File: src/rtl/intr_pkg.sv
// Shared types and constants for the interrupt arbiter.
// Register offsets are relative to the block's base port.
package intr_pkg;
  typedef enum logic [1:0] {
    IDLE    = 2'd0,
    ASSERT  = 2'd1,
    SERVICE = 2'd2
  } state_e;

  localparam logic [15:0] OFS_PEND   = 16'd0;
  localparam logic [15:0] OFS_MASK   = 16'd1;
  localparam logic [15:0] OFS_ACTIVE = 16'd2;

  localparam int ACT_VLD_BIT = 15;
endpackage

File: src/rtl/intr_if.sv
// tramelblaze port bus plus the INTERRUPT/ACK pair.
// master = CPU side, slave = arbiter side.
interface intr_if;
  import intr_pkg::*;

  logic [15:0] PORT_ID;
  logic [15:0] OUT_PORT;
  logic        WRITE_STROBE;
  logic        READ_STROBE;
  logic        INTERRUPT_ACK;
  logic        INTERRUPT;
  logic [15:0] RD_DATA;
  logic        RD_HIT;

  modport master (
    output PORT_ID, OUT_PORT, WRITE_STROBE,
    output READ_STROBE, INTERRUPT_ACK,
    input  INTERRUPT, RD_DATA, RD_HIT
  );

  modport slave (
    input  PORT_ID, OUT_PORT, WRITE_STROBE,
    input  READ_STROBE, INTERRUPT_ACK,
    output INTERRUPT, RD_DATA, RD_HIT
  );
endinterface

File: src/rtl/intr_edge_detect.sv
// Rising-edge detector per source; reset preloads both flops
// with the live level so a source held high gives no event.
module intr_edge_detect #(
  parameter int W = 4
) (
  input  logic         clk_i,
  input  logic         rst_i,
  input  logic [W-1:0] req_i,
  output logic [W-1:0] evt_o
);
  logic [W-1:0] s1_q;
  logic [W-1:0] s2_q;

  always_ff @(posedge clk_i) begin
    if (rst_i) begin
      s1_q <= req_i;
      s2_q <= req_i;
    end else begin
      s1_q <= req_i;
      s2_q <= s1_q;
    end
  end

  assign evt_o = s1_q & ~s2_q;
endmodule

File: src/rtl/intr_arbiter.sv
// Fixed-priority interrupt arbiter sharing one INTERRUPT/ACK
// pair between NUM_SRC edge-triggered sources.
module intr_arbiter
  import intr_pkg::*;
#(
  parameter int          NUM_SRC   = 4,
  parameter logic [15:0] BASE_PORT = 16'h00F0
) (
  input  logic               CLK,
  input  logic               RESET,
  input  logic [NUM_SRC-1:0] SRC_REQ,
  intr_if.slave              bus
);
  state_e             state_q, state_d;
  logic [NUM_SRC-1:0] pend_q, pend_d;
  logic [NUM_SRC-1:0] mask_q, mask_d;
  logic [2:0]         act_id_q, act_id_d;
  logic               act_vld_q, act_vld_d;
  logic               irq_q;

  logic [NUM_SRC-1:0] evt;
  logic [NUM_SRC-1:0] cand;
  logic [NUM_SRC-1:0] win_oh;
  logic [NUM_SRC-1:0] w1c;
  logic [2:0]         win;
  logic               take;
  logic [15:0]        ofs;
  logic               hit;
  logic               wr_pend, wr_mask, wr_act;
  logic [15:0]        rd;
  logic               unused_bits;

  intr_edge_detect #(.W(NUM_SRC)) u_edge (
    .clk_i (CLK),
    .rst_i (RESET),
    .req_i (SRC_REQ),
    .evt_o (evt)
  );

  // Offset arithmetic wraps, so one compare covers the window.
  assign ofs     = bus.PORT_ID - BASE_PORT;
  assign hit     = ofs <= OFS_ACTIVE;
  assign wr_pend = bus.WRITE_STROBE && ofs == OFS_PEND;
  assign wr_mask = bus.WRITE_STROBE && ofs == OFS_MASK;
  assign wr_act  = bus.WRITE_STROBE && ofs == OFS_ACTIVE;
  assign w1c     = wr_pend ? bus.OUT_PORT[NUM_SRC-1:0] : '0;
  assign cand    = pend_q & mask_q;

  assign unused_bits = ^{bus.READ_STROBE, bus.OUT_PORT};

  always_comb begin
    win    = 3'd0;
    win_oh = '0;
    for (int i = NUM_SRC - 1; i >= 0; i--) begin
      if (cand[i]) begin
        win       = 3'(i);
        win_oh    = '0;
        win_oh[i] = 1'b1;
      end
    end
  end

  always_comb begin
    state_d   = state_q;
    act_id_d  = act_id_q;
    act_vld_d = act_vld_q;
    take      = 1'b0;
    unique case (state_q)
      IDLE: begin
        if (|cand) state_d = ASSERT;
      end
      ASSERT: begin
        if (bus.INTERRUPT_ACK && |cand) begin
          take      = 1'b1;
          act_id_d  = win;
          act_vld_d = 1'b1;
          state_d   = SERVICE;
        end else if (!(|cand)) begin
          state_d = IDLE;
        end
      end
      SERVICE: begin
        if (wr_act) begin
          act_vld_d = 1'b0;
          state_d   = IDLE;
        end
      end
      default: state_d = IDLE;
    endcase
    // New events are ORed in last so they beat any clear.
    pend_d = pend_q & ~w1c;
    if (take) pend_d = pend_d & ~win_oh;
    pend_d = pend_d | evt;
    mask_d = wr_mask ? bus.OUT_PORT[NUM_SRC-1:0] : mask_q;
  end

  always_ff @(posedge CLK) begin
    if (RESET) begin
      state_q   <= IDLE;
      pend_q    <= '0;
      mask_q    <= '0;
      act_id_q  <= 3'd0;
      act_vld_q <= 1'b0;
      irq_q     <= 1'b0;
    end else begin
      state_q   <= state_d;
      pend_q    <= pend_d;
      mask_q    <= mask_d;
      act_id_q  <= act_id_d;
      act_vld_q <= act_vld_d;
      irq_q     <= state_d == ASSERT;
    end
  end

  always_comb begin
    rd = '0;
    if (hit) begin
      unique case (1'b1)
        ofs == OFS_PEND: rd = 16'(pend_q);
        ofs == OFS_MASK: rd = 16'(mask_q);
        ofs == OFS_ACTIVE: begin
          rd[ACT_VLD_BIT] = act_vld_q;
          rd[2:0]         = act_id_q;
        end
        default: rd = '0;
      endcase
    end
  end

  assign bus.INTERRUPT = irq_q;
  assign bus.RD_DATA   = rd;
  assign bus.RD_HIT    = hit;
endmodule

File: src/flat_wrapper.sv
// flat-port wrapper written by rule: the top's interface ports become plain ports
module intr_arbiter_flat import intr_pkg::*;
#(
  parameter int          NUM_SRC   = 4,
  parameter logic [15:0] BASE_PORT = 16'h00F0
)
  (CLK, RESET, SRC_REQ, bus_PORT_ID, bus_OUT_PORT, bus_WRITE_STROBE, bus_READ_STROBE, bus_INTERRUPT_ACK, bus_INTERRUPT, bus_RD_DATA, bus_RD_HIT);
  intr_if bus_i ();
  input  logic CLK;
  input  logic RESET;
  input  logic [NUM_SRC-1:0] SRC_REQ;
  input wire logic [$bits(bus_i.PORT_ID)-1:0] bus_PORT_ID;
  input wire logic [$bits(bus_i.OUT_PORT)-1:0] bus_OUT_PORT;
  input wire logic [$bits(bus_i.WRITE_STROBE)-1:0] bus_WRITE_STROBE;
  input wire logic [$bits(bus_i.READ_STROBE)-1:0] bus_READ_STROBE;
  input wire logic [$bits(bus_i.INTERRUPT_ACK)-1:0] bus_INTERRUPT_ACK;
  output wire logic [$bits(bus_i.INTERRUPT)-1:0] bus_INTERRUPT;
  output wire logic [$bits(bus_i.RD_DATA)-1:0] bus_RD_DATA;
  output wire logic [$bits(bus_i.RD_HIT)-1:0] bus_RD_HIT;
  assign bus_i.PORT_ID = bus_PORT_ID;
  assign bus_i.OUT_PORT = bus_OUT_PORT;
  assign bus_i.WRITE_STROBE = bus_WRITE_STROBE;
  assign bus_i.READ_STROBE = bus_READ_STROBE;
  assign bus_i.INTERRUPT_ACK = bus_INTERRUPT_ACK;
  assign bus_INTERRUPT = bus_i.INTERRUPT;
  assign bus_RD_DATA = bus_i.RD_DATA;
  assign bus_RD_HIT = bus_i.RD_HIT;
  intr_arbiter #(.NUM_SRC(NUM_SRC), .BASE_PORT(BASE_PORT)) u_core (.CLK(CLK), .RESET(RESET), .SRC_REQ(SRC_REQ), .bus(bus_i));
endmodule
File: config.mk
export PLATFORM = sky130hd
export DESIGN_NAME = intr_arbiter_flat
export DESIGN_NICKNAME = d
export VERILOG_FILES = /design/src/rtl/intr_pkg.sv /design/src/rtl/intr_if.sv /design/src/rtl/intr_edge_detect.sv /design/src/rtl/intr_arbiter.sv /design/src/flat_wrapper.sv
export SDC_FILE = /design/constraint.sdc
export NUM_CORES = 1
export LEC_CHECK = 0
export BUFFER_PORTS_ARGS = -buffer_cell sky130_fd_sc_hd__buf_2
export CORE_ASPECT_RATIO = 1.25
export CORE_MARGIN = 8
export CORE_UTILIZATION = 40
export CTS_CLUSTER_DIAMETER = 200
export DETAILED_ROUTE_END_ITERATION = 8
export GPL_ROUTABILITY_DRIVEN = 0
export PLACE_DENSITY = 0.74
export REMOVE_ABC_BUFFERS = 1
export SLEW_MARGIN = 0
export SYNTH_ARGS = -nofsm -noshare
export SYNTH_HDL_FRONTEND = slang
export SYNTH_SLANG_ARGS = --single-unit
File: constraint.sdc
create_clock -name CLK -period 1.5 [get_ports CLK]
set_clock_uncertainty 0.1 [all_clocks]
set_input_delay 0.075 -clock CLK [delete_from_list [all_inputs] [get_ports CLK]]
set_output_delay 0.075 -clock CLK [all_outputs]
set_load 0.005 [all_outputs]
# Word-level counts from Yosys, hierarchy flattened
# Index checks and enable logic that the tools add are counted.
# Widths: inputs -> output; s select.
classes:
  n_addsub: 1
  multipliers: 0
  n_div: 0
  order_cmp: 1
  n_eq_ne: 7
  shifts: 0
  n_mux: 25
  bitwise_logic: 8
  reduce_logical: 10
op_table:
  columns: ["cell", "count"]
  rows:
  - ["$mux 4", 7]
  - ["$and 4x4->4", 4]
  - ["$eq 16x1->1 const B", 1]
  - ["$eq 16x2->1 const B", 1]
  - ["$le 16x2->1 const B", 1]
  - ["$logic_not 16->1", 1]
  - ["$mux 16", 1]
  - ["$sub 16x8->16 const B", 1]
  - ["$not 4->4", 3]
  - ["$mux 2", 5]
  - ["$mux 3", 3]
  - ["$pmux 3 s3", 1]
  - ["$pmux 2 s3", 1]
  - ["$mux 1", 5]
  - ["$eq 2x1->1 const B", 2]
  - ["$logic_and 1x1->1", 4]
  - ["$ne 2x1->1 const B", 2]
  - ["$or 4x4->4", 1]
  - ["$pmux 1 s2", 2]
  - ["$reduce_or 4->1", 1]
  - ["$reduce_and 3->1", 1]
  - ["$eq 2x2->1 const B", 1]
  - ["$logic_not 2->1", 1]
  - ["$reduce_and 2->1", 1]
  - ["$reduce_bool 2->1", 1]
word_totals:
  reg_bits: 23
  latch_bits: 0
  ram_bits: 0
  rom_bits: 0
  wordCells: 60
  n_memories: 0

# Logic depth before layout (Yosys ltp)
logic_depth:
  ltp_word: 9
  depth_mapped: 6

# Modules after synthesis
# A second synthesis with hierarchy kept.
hier_totals:
  cells_unflattened: 129
  hier_area_um2: 1177.4
by_module_without_submodules:
  columns: ["mod", "instances", "cells_each", "area_per_inst_um2", "seq_area_each_um2"]
  rows:
  - ["intr_arbiter", 1, 113, 947.2, 280.3]
  - ["intr_edge_detect", 1, 16, 230.2, 160.2]

# Least setup slack after synthesis
# OpenSTA, ideal clock, no wires.
synth_path:
  path_type: "register to register"
  from: "register u_core.mask_q[1]"
  to: "register u_core.irq_q (netlist: u_core.bus.INTERRUPT)"
  setup_time_ns: 0.059
  arrival_ns: 1.248
  required_time_ns: 1.341
  path_slack_ns: 0.092
  path_stages_with_launch: 6
  n_path_buf: 0
  synth_period_minus_slack_ns: 1.408
  cell_sequence: "dfxtp_1 > a22oi_2 > nand2_2 > a31oi_1 > a2111oi_2 > o31a_1"
synth_between:
  elab_chain_len: 6
  elab_cells_between_ends: 8
  classes_between: "eq/ne (1); mux (4); bitwise (1); reduce/logical (2)"
synth_rtl:
  columns: ["element", "line", "rtl"]
  rows:
  - ["from (decl)", "intr_arbiter.sv:16", "logic [NUM_SRC-1:0] mask_q, mask_d;"]
  - ["from (signal assigned)", "intr_arbiter.sv:108", "mask_q <= mask_d;"]
  - ["$and 4x4->4 *", "intr_arbiter.sv:47", "assign cand = pend_q & mask_q;"]
  - ["$reduce_or 4->1 *", "intr_arbiter.sv:70, intr_arbiter.sv:73, intr_arbiter.sv:78", null]
  - ["$mux 2 / $logic_and 1x1->1 (equally long branches)", "intr_arbiter.sv:78, intr_arbiter.sv:73", null]
  - ["$mux 2", "intr_arbiter.sv:73", "if (bus.INTERRUPT_ACK && |cand) begin"]
  - ["$pmux 2 s3 *", "intr_arbiter.sv:68", "unique case (state_q)"]
  - ["$eq 2x1->1 *", "intr_arbiter.sv:111", "irq_q <= state_d == ASSERT;"]
  - ["to (signal assigned)", "intr_arbiter.sv:104", "irq_q <= 1'b0;"]
  - ["to (signal assigned)", "intr_arbiter.sv:111", null]
  - ["to (decl)", "intr_arbiter.sv:19", "logic irq_q;"]
# Every way passes the cells marked *; elsewhere a longest branch is shown, timed or not.
# A chain may end at the register's enable or synchronous reset.

# Worst setup path in the final report
layout_path:
  from: "register u_core.state_q[0]"
  to: "register u_core.irq_q (netlist: u_core.bus.INTERRUPT)"
layout_between:
  elab_chain_len: 4
  elab_cells_between_ends: 9
  classes_between: "eq/ne (3); mux (5); reduce/logical (1)"
layout_rtl:
  columns: ["element", "line", "rtl"]
  rows:
  - ["from (decl)", "intr_arbiter.sv:14", "state_e state_q, state_d;"]
  - ["from (signal assigned)", "intr_arbiter.sv:106", "state_q <= state_d;"]
  - ["$mux 2", "intr_arbiter.sv:78", "end else if (!(|cand)) begin"]
  - ["$mux 2", "intr_arbiter.sv:73", null]
  - ["$pmux 2 s3 *", "intr_arbiter.sv:68", null]
  - ["$eq 2x1->1 *", "intr_arbiter.sv:111", null]
# Marked as above.

==> reports/qor.yml <==
grt_use_total_pct: 11.0
cts_sinks: 22
cts.clk_slew.worst_paths_ns: 0.11
vias: 1133
yosys-top-cells-area: "dfxtp_1 37%, nand2_1 7.2%, buf_4 6.9%, mux2i_1 6.7%, nor2_1 4.4%"
critPathArrivalTime_ns: 1.61
setup_ws_ns: 0.0498
vias_per_cell: 5.08
grt_pass1_wl_um: 4530
reg2reg_depth: 5
wl_um: 2840
antenna_found_initial: 0
hold_path_class: "input port to flip-flop"
initial_core_util_pct: 41.2
min_period_ns: 1.45
r2r-end: "u_core.bus.INTERRUPT$_SDFF_PP0_"
drc_errors: 0
core_area_um2: 2920
synth_edf_count: 0
die_area_um2: 5030
cp-startpoint: "u_core.state_q[0]$_SDFF_PP0_"
area_delta_synth_final_pct: 32.5
setup_viol: 0
ir_drop_mv: 0.786
ioPinCount: 59
cts_made_buffers: 3
fin_area_um2: 1590
synth_top_cell_by_area: "dfxtp_1"
dp.final_hpwl_um: 2280
cts_tree: "yes"
muxShareOfSynthArea_pct: 6.66
startpoint_type: "flip-flop"
synth_xor_area_share_pct: 0
crit_fanout: 4
synth_cells: 135
maxCapViolations: 0
r2r_slack_ns: 0.05
fmax_mhz: 690
hold_viol_final: 0
placed_area_um2: 1440
synthArstFlopShare_pct: 0
crit_path_end_kind: "flip-flop"
antennaDiodeCount: 0
synthDistinctLibCells: 37
use_met3_pct: 4.07
crit_path_end: "u_core.bus.INTERRUPT$_SDFF_PP0_"
fin_cells: 223
busiest_layer: "met2"
outcome: "complete, no violations"
cts_setup_buffers: 0
clk_path_buf_depth: 2
grt_pass1_vias: 1027
yosysWarnings: 0
synthAdderAreaFrac_pct: 4.16
synth_most_common_cell: "nand2_1"
min_period_over_period_pct: 96.7
dp_worst_setup_slack_ns: -0.0748
drt_pass1_iterations: 4
overflow: 0
r2r-start: "u_core.state_q[0]$_SDFF_PP0_"
power_mw: 1.10
num_rows: 22
setup_tns_ns: 0
synth_top_area_share_pct: 36.6
synthSimpleGateAreaFrac_pct: 25.9
wl_per_cell_um: 12.8
slew_viol_final: 0
critical_path_class: "flip-flop to flip-flop"
holdWs_ns: 0.0439
clock_latency_ns: 0.31
dr.first_iter.drc_count: 29
netlist_area_um2: 1200
synth_common_cells: "23 x nand2_1, 22 x dfxtp_1, 14 x nor2_1"
fp.dieW_um: 65.0
syn_area_per_cell_um2: 8.91
root_buffer: "clkbuf_4"
placed_cells: 211
drive_above_1_share_pct: 39.0
synth_compound_area_share_pct: 16.6
synthFlopType: "dfxtp_1"
p_leak_nw: 0.749
powerDensity_nw_per_um2: 688
synth_top_family_by_area: "simple AND/OR/NAND/NOR gates"
grt_max_degree: 13
die_y_um: 77.3
rsz0062_at_grt: "yes"
h-tree-depth: 1
ant_nets: 0
ys_seq_area_share_pct: 36.6
cp.required_ns: 1.66
ys_ff_latch: 22
io_buffer_count: 34
num-nets-final: 233
postLayoutCoreUtil_pct: 54.6
grt_use_met1_pct: 11.9
use_met2_pct: 18.4
## metal layers
| metal | share of wire (%) | vias to the layer above |
|---|---|---|
| li1 | - | 560 |
| met1 | 40 | 525 |
| met2 | 48 | 43 |
| met3 | 11 | 5 |
| met4 | 1.3 | 0 |
| met5 | 0 | - |
## kinds of logic after synthesis
kind of cell,after synthesis
AO/OA/AOI/OAI,27
adder cells (fa/ha/maj),4
buffers and inverters,19
flip-flops,22
multiplexers,8
other,1
AND/OR/NAND/NOR,54
## sequential cells by signal, indices dropped and copies added (netlist names)
register,flops
u_core.u_edge.s2_q,4
u_core.state_q,2
u_core.pend_q,4
u_core.act_id_q,2
u_core.bus.INTERRUPT,1
u_core.u_edge.s1_q,4
u_core.mask_q,4
u_core.act_vld_q,1
## area by class of cell
| class | count | area, µm² |
|---|---|---|
| Tap cell | 36 | 45.0 |
| Timing Repair Buffer | 53 | 337 |
| Multi-Input combinational cell | 104 | 707 |
| Sequential cell | 22 | 453 |
| Inverter | 4 | 15.0 |
| Fill cell | 267 | 1330 |
| Clock buffer | 4 | 36.3 |
## worst min path at each step
stage	startpoint	endpoint	cells after the start
3_5_place_dp	SRC_REQ[2]	u_core.u_edge.s1_q[2]$_DFF_P_	1
2_1_floorplan	SRC_REQ[0]	u_core.u_edge.s1_q[0]$_DFF_P_	0
4_1_cts	RESET	u_core.act_vld_q$_SDFFE_PP0P_	3
6_report	bus_WRITE_STROBE	u_core.act_vld_q$_SDFFE_PP0P_	4
5_1_grt	RESET	u_core.mask_q[1]$_SDFFE_PP0P_	3
3_3_place_gp	SRC_REQ[0]	u_core.u_edge.s1_q[0]$_DFF_P_	1
## repair_timing
item | in CTS | in global routing
hold endpoints to repair | 14 | 0
endpoints found under the setup margin | 5 | 8
pin swaps | 1 | 3
resized for setup | 3 | 14
hold buffers | 8 | 0
gates cloned | 0 | 0
## where the power goes
| part | internal (mW) | switching (mW) |
|---|---|---|
| Clock | 0.148 | 0.175 |
| Sequential | 0.610 | 0.0131 |
| Combinational | 0.0762 | 0.0728 |
| Total | 0.834 | 0.261 |
## critical path: stages (launching register included)
cell and delay [ns]:
dfxtp_2 0.37, inv_1 0.09, ha_2 0.20, a31oi_1 0.06, a2111oi_2 0.41, o31a_1 0.19
## cells in the final DEF (no fill, tap or decap), types with 2 or more instances in the layout
master         count
inv_1              2
mux2i_1            8
buf_2             34
buf_4             10
conb_1            11
dfxtp_2            7
a221o_2            3
dfxtp_1           14
ha_1               2
nand3_1            3
nor2_1            14
o21ai_1            3
nor3_1             2
a21oi_1            8
dlygate4sd3_1      8
a22oi_2            2
nand2_1           23
nor4_4             2
clkbuf_4           3
nor2b_1            2
Note: power is estimated with default switching activity, not from simulation.
